### src/rtl/dmem_access_ctrl.sv
// rtl/dmem_access_ctrl.sv - data-memory access controller with per-op write delay line
//
// Purpose: sits between ins_decoder, sprf_wrapper and dat_ram. Decoder dst ops are
// carried through a delay line so that each write lines up with its operand result.
// Src reads share the single dat_ram port and yield to the delay line.
//
// Ports:
//   clk, reset_b                      clock, asynchronous active-low reset
//   t_cs                              pipeline advance enable (0 freezes all state)
//   src_en_b, src_addr, src_ready     decoder read request / accept
//   dst_en_b, dst_rw, dst_addr,
//   dst_dly                           decoder dst request and its delay
//   amode, sprf_addr, sprf_step       addressing mode and pointer from sprf_wrapper
//   ptr_upd_vld, ptr_upd_addr         post-increment pointer write-back
//   dram_en_b, dram_rw, dram_addr     dat_ram port
module dmem_access_ctrl #(
  parameter int ADDR_W  = 10,
  parameter int MAX_DLY = 4,
  parameter int DLY_W   = 3,
  parameter int STEP_W  = 4
) (
  input  logic              clk,
  input  logic              reset_b,
  input  logic              t_cs,
  input  logic              src_en_b,
  input  logic [ADDR_W-1:0] src_addr,
  output logic              src_ready,
  input  logic              dst_en_b,
  input  logic              dst_rw,
  input  logic [ADDR_W-1:0] dst_addr,
  input  logic [DLY_W-1:0]  dst_dly,
  input  logic [1:0]        amode,
  input  logic [ADDR_W-1:0] sprf_addr,
  input  logic [STEP_W-1:0] sprf_step,
  output logic              ptr_upd_vld,
  output logic [ADDR_W-1:0] ptr_upd_addr,
  output logic              dram_en_b,
  output logic              dram_rw,
  output logic [ADDR_W-1:0] dram_addr
);

  // Matured entries that lose arbitration keep shifting, so the line is longer than
  // MAX_DLY to give a backlog somewhere to live.
  localparam int NST   = 2 * MAX_DLY + 2;
  localparam int REM_W = DLY_W + 1;

  // rem counts the cycles still to wait; an entry issues in the cycle rem reaches 0.
  typedef struct packed {
    logic              vld;
    logic              rw;
    logic              pinc;
    logic [STEP_W-1:0] step;
    logic [REM_W-1:0]  rem;
    logic [ADDR_W-1:0] addr;
  } ent_t;

  localparam ent_t ENT_RST = '{vld: 1'b0, rw: 1'b1, pinc: 1'b0, step: '0, rem: '0, addr: '0};

  ent_t st_q [1:NST];
  ent_t cur  [0:NST];   // cur[0] is the incoming request, cur[k] is stage k

  logic              pend_vld;
  logic              pend_pinc;
  logic [STEP_W-1:0] pend_step;
  logic [ADDR_W-1:0] pend_addr;
  logic [ADDR_W-1:0] last_addr_q;
  logic [ADDR_W-1:0] last_ptr_q;

  logic              indir;
  logic [DLY_W-1:0]  dly_c;
  logic              line_hit;
  int                line_sel;
  logic              line_go, pend_go, src_acc, src_go, pend_load;
  logic              iss_vld, iss_rw, iss_pinc;
  logic [STEP_W-1:0] iss_step;
  logic [ADDR_W-1:0] iss_addr;
  logic [ADDR_W-1:0] ptr_nxt;

  function automatic ent_t age(input ent_t e);
    ent_t r;
    if (!e.vld) begin
      r = ENT_RST;
    end else begin
      r = e;
      if (e.rem != '0) r.rem = e.rem - REM_W'(1);
    end
    return r;
  endfunction

  assign indir = (amode == 2'd1) || (amode == 2'd2);
  assign dly_c = (dst_dly > DLY_W'(MAX_DLY)) ? DLY_W'(MAX_DLY) : dst_dly;

  // The pointer is latched into the entry, which costs indirect ops one extra cycle.
  always_comb begin
    cur[0]      = ENT_RST;
    cur[0].vld  = ~dst_en_b;
    cur[0].rw   = dst_rw;
    cur[0].pinc = (amode == 2'd2);
    cur[0].step = sprf_step;
    cur[0].addr = indir ? sprf_addr : dst_addr;
    cur[0].rem  = REM_W'(dly_c) + REM_W'(indir);
    for (int k = 1; k <= NST; k++) cur[k] = st_q[k];
  end

  // Highest stage index is the oldest entry; it wins among matured ones.
  always_comb begin
    line_hit = 1'b0;
    line_sel = 0;
    for (int k = 0; k <= NST; k++) begin
      if (cur[k].vld && (cur[k].rem == '0)) begin
        line_hit = 1'b1;
        line_sel = k;
      end
    end
  end

  assign line_go   = t_cs & line_hit;
  assign pend_go   = t_cs & pend_vld & ~line_hit;
  assign src_acc   = t_cs & ~src_en_b & ~pend_vld;
  assign src_go    = src_acc & ~indir & ~line_hit;
  // Indirect src reads always take the buffer, which gives them the pointer-latch cycle.
  assign pend_load = src_acc & (indir | line_hit);

  always_comb begin
    iss_vld  = 1'b0;
    iss_rw   = 1'b1;
    iss_pinc = 1'b0;
    iss_step = '0;
    iss_addr = last_addr_q;
    if (line_go) begin
      iss_vld  = 1'b1;
      iss_rw   = cur[line_sel].rw;
      iss_pinc = cur[line_sel].pinc;
      iss_step = cur[line_sel].step;
      iss_addr = cur[line_sel].addr;
    end else if (pend_go) begin
      iss_vld  = 1'b1;
      iss_pinc = pend_pinc;
      iss_step = pend_step;
      iss_addr = pend_addr;
    end else if (src_go) begin
      iss_vld  = 1'b1;
      iss_addr = src_addr;
    end
  end

  assign ptr_nxt      = iss_addr + ADDR_W'(iss_step);
  assign dram_en_b    = ~iss_vld;
  assign dram_rw      = iss_rw;
  assign dram_addr    = iss_addr;
  assign ptr_upd_vld  = iss_vld & iss_pinc;
  assign ptr_upd_addr = ptr_upd_vld ? ptr_nxt : last_ptr_q;
  assign src_ready    = ~pend_vld;

  always_ff @(posedge clk or negedge reset_b) begin
    if (!reset_b) begin
      for (int k = 1; k <= NST; k++) st_q[k] <= ENT_RST;
      pend_vld    <= 1'b0;
      pend_pinc   <= 1'b0;
      pend_step   <= '0;
      pend_addr   <= '0;
      last_addr_q <= '0;
      last_ptr_q  <= '0;
    end else if (t_cs) begin
      for (int k = 0; k < NST; k++) begin
        st_q[k+1] <= (line_hit && (line_sel == k)) ? ENT_RST : age(cur[k]);
      end
      if (pend_go) begin
        pend_vld <= 1'b0;
      end else if (pend_load) begin
        pend_vld  <= 1'b1;
        pend_pinc <= (amode == 2'd2);
        pend_step <= sprf_step;
        pend_addr <= indir ? sprf_addr : src_addr;
      end
      if (iss_vld) last_addr_q <= iss_addr;
      if (ptr_upd_vld) last_ptr_q <= ptr_nxt;
    end
  end

endmodule

### config.mk
export PLATFORM = sky130hd
export DESIGN_NAME = dmem_access_ctrl
export DESIGN_NICKNAME = d
export VERILOG_FILES = /design/src/rtl/dmem_access_ctrl.sv
export SDC_FILE = /design/constraint.sdc
export NUM_CORES = 1
export LEC_CHECK = 0
export BUFFER_PORTS_ARGS = -buffer_cell sky130_fd_sc_hd__buf_2
export CAP_MARGIN = 25
export CORE_ASPECT_RATIO = 1.4
export CORE_UTILIZATION = 66
export CTS_CLUSTER_SIZE = 12
export DETAILED_ROUTE_END_ITERATION = 8
export HOLD_SLACK_MARGIN = 0.06
export PLACE_DENSITY = 0.81
export SYNTH_ARGS = -nofsm -noshare
export SYNTH_HDL_FRONTEND = slang
export SYNTH_SLANG_ARGS = --single-unit
### constraint.sdc
create_clock -name clk -period 10.85 [get_ports clk]
set_input_delay 0.5425 -clock clk [delete_from_list [all_inputs] [get_ports clk]]
set_output_delay 0.5425 -clock clk [all_outputs]
set_load 0.005 [all_outputs]
==> impl_metrics.toml <==
[status]
status = "finished, final reports clean"

[synthesis]
syn-cell-area_um2 = 12200
synthAdderAreaFrac_pct = 1.91
ys_ff_latch = 246
ys.flop_type = "dfrtp_1"
synth_xor_area_share_pct = 1.29
syn-num-nets = 1231
synthSimpleGateAreaFrac_pct = 10.8
avgSynthCellArea_um2 = 10.4
async_flop_share_pct = 100
synth_top_family_by_area = "compound AO/OA/AOI/OAI gates"
postSynthCellCount = 1168
ys_warn_count = 0
synth-compound-area-share_pct = 28.5
synth.area.mux_share_pct = 2.50
synth_cell_types = 84
seq_area_frac_synth_pct = 50.6
synth_edf_count = 0

[setup_path]
crit_fanout = 36
path_common_cell = "o21ai_0"
max_stage_delay_ps = 450
critical_path_required_ps = 10310
setup.worst_path.start_class = "flop"
end_kind = "output port"
cp.arrival_ps = 5880
path_cells = "inv_1, ha_1, and4bb_1, o21ai_1, a32oi_2, nand2_1, buf_4, nand2_1, o21ai_0, a222oi_1, o22ai_1, o21ai_0, o21ai_0, ha_1, a21oi_1, o21bai_1, nand4_1, xnor2_1, mux2_2, buf_2"
crit_type = "flop to output port"
r2r_setup_slack_ps = 5500
slowest_stage = "and4bb_1"

[clock_network]
cts_resized = 0
post_cts_buffers = 0
cts.sinks = 246
cts_buffers = 25
cts-root-buf = "clkbuf_16"
insertion_delay_ps = 530
clkSlewWorstSetupHoldPaths_ps = 60
holdBufCountCts = 0
cts_max_level = 1
cts_tree = "done"
cts_buffer_depth = 3

[sta]
holdWs_ps = 42.9
rsz0062_at_grt = "no"
finalMaxSlewViolations = 0
setup_viol = 0
finalSetupTns_ps = 0
fin_ws_ps = 4420
period_share_pct = 59.2
period_needed_ps = 6430
hold_viol = 0
fin_skew_ps = 12.6
slew_headroom_pct = 29.5
tightestPinTransition_ps = 1040
max_freq_mhz = 156

[layout]
seqCellArea_um2 = 6170
final_core_util_pct = 74.9
mostFrequentLayoutCell = "dfrtp_1"
final_area_um2 = 13500
diodes = 0
syn2layout_area_growth_pct = 10.7
nets = 1271
drive_gt1_share_pct = 15.1
fillers = 1365
most-common-layout-cells = "236 x dfrtp_1, 133 x a22o_1, 101 x a21oi_1"
multi_input_area_um2 = 5520

[grt]
gr-usage-all-layers_pct = 36.7
gr-total-overflow = 0
grt_max_degree = 111
grt_pass1_vias = 10195
antenna_found_initial = 0
grt_pass1_wl_um = 53400

[routing]
num_vias = 10278
drtIter0Drc = 1020
drtPass1Iterations = 7
vias_per_cell = 7.01
wl_um = 33900
drc_errors = 0
post_drt_wl_per_cell_um = 23.1
antenna_left = 0

[min_path]
hp-class = "input pin to async pin"

[pwr]
p_per_area_nw_per_um2 = 322
peakVddDrop_v = 0.000233
p_leak_uw = 0.00600

[die]
num_rows = 58
coreArea_um2 = 18000
floorplan.initialDensity_pct = 67.7
chipHeight_um = 163
dieArea_um2 = 19000
die_w_um = 117
pin_count = 69

[placement]
dp.final_hpwl_um = 22200
dp_slack_ps = 4900
port_buffers = 68
place_congestion = 0.940
post_dp_cell_area_um2 = 12700

[job]
max-cap-violations = 0
## power by group
group / internal (uW) / total (uW) / switching (uW) / leakage (uW)
combinational: 793 / 2350 / 1560 / 0.00232
sequential: 1060 / 1160 / 96.7 / 0.00330
clock: 470 / 826 / 356 / 0.000375
## layout make-up
cell class	count	share of cell area (%)
flip-flops and latches	246	45.7
well taps	240	2.23
clock buffers	44	5.61
clock inverters	2	0.102
repair buffers	91	3.93
multi-input cells	793	40.9
inverters	51	1.44
## logic make-up (layout without fill, tap and decap cells)
kind of cell	after synthesis	count (layout)
buffers and inverters	129	188
and+or+nand+nor	254	254
DFF	246	246
AOI/OAI and AO/OA	475	475
adders and majority gates	18	18
xor gates and xnor gates	18	18
muxes	28	28
## path summary, 6_finish.rpt
check                             startpoint               to  cells past startpoint
worst max register to register       cur[94]    last_ptr_q[7]                     19
min in group clk                sprf_step[1]     pend_step[1]                      2
worst min register to register       cur[20]          cur[20]                      1
worst min-delay path                 reset_b          cur[15]                      1
worst max-delay path                 cur[94]  ptr_upd_addr[7]                     20
max in group asynchronous            reset_b         cur[209]                      2
## registers in the layout, indices dropped and copies added (netlist names)
name         flops
pend_pinc        1
pend_vld         1
last_ptr_q      10
pend_step        4
pend_addr       10
cur            210
last_addr_q     10
## metal layers
metal,vias up,GRT usage (%),part of all wire (%)
met1,5140,45.8,37
met4,0,22.8,6.3
met2,474,60.3,50
li1,4521,-,-
met5,-,0,0
met3,143,4.80,6.8
## synthesized netlist by cell type, types with 3 or more instances
cell / count / area share [%]
nor3_1: 16 / 0.66
a21o_1: 13 / 0.80
buf_2: 13 / 0.53
mux2_2: 19 / 1.8
nand4bb_1: 8 / 0.74
o221ai_1: 5 / 0.36
nor4_1: 4 / 0.21
o211ai_1: 7 / 0.43
nand2_1: 85 / 2.6
nor2b_1: 13 / 0.67
mux2i_1: 9 / 0.74
a31o_1: 3 / 0.22
a21oi_1: 101 / 4.1
o21a_1: 3 / 0.18
o21ai_1: 3 / 0.12
a211oi_1: 6 / 0.37
dfrtp_1: 236 / 48
xnor2_1: 18 / 1.3
a22oi_1: 3 / 0.18
nand3_1: 26 / 1.1
nor3b_1: 9 / 0.55
inv_1: 51 / 1.6
o22a_1: 10 / 0.72
o21ai_0: 49 / 2.0
a221oi_1: 12 / 0.86
a32o_1: 4 / 0.33
a222oi_1: 5 / 0.41
nand4_1: 5 / 0.26
or3_1: 4 / 0.21
a31oi_1: 17 / 0.87
and3_1: 7 / 0.36
a22o_1: 133 / 9.6
and2_1: 3 / 0.15
dfstp_2: 10 / 2.2
nor2_1: 55 / 1.7
buf_4: 4 / 0.25
o311ai_0: 4 / 0.29
o2bb2ai_1: 24 / 1.7
o22ai_1: 37 / 1.9
clkbuf_1: 53 / 1.6
buf_1: 7 / 0.22
ha_1: 17 / 1.7
## worst max-delay path: cells and delay by family (launching register included)
family / cells / cell delay, ps
xor gates and xnor gates: 1 / 190
muxes: 1 / 260
and+or+nand+nor: 4 / 1050
adders and majority gates: 2 / 630
DFF: 1 / 360
buffers and inverters: 3 / 620
AOI/OAI and AO/OA: 9 / 2230
## through the flow
stage,std cells,total power (uW)
after floorplan,1168,2720
after global placement,1420,3390
after detailed placement,1420,3440
after CTS,1466,4280
after global routing,1467,4550
final,1467,4340
No activity file was read; power rests on OpenSTA's default activity.
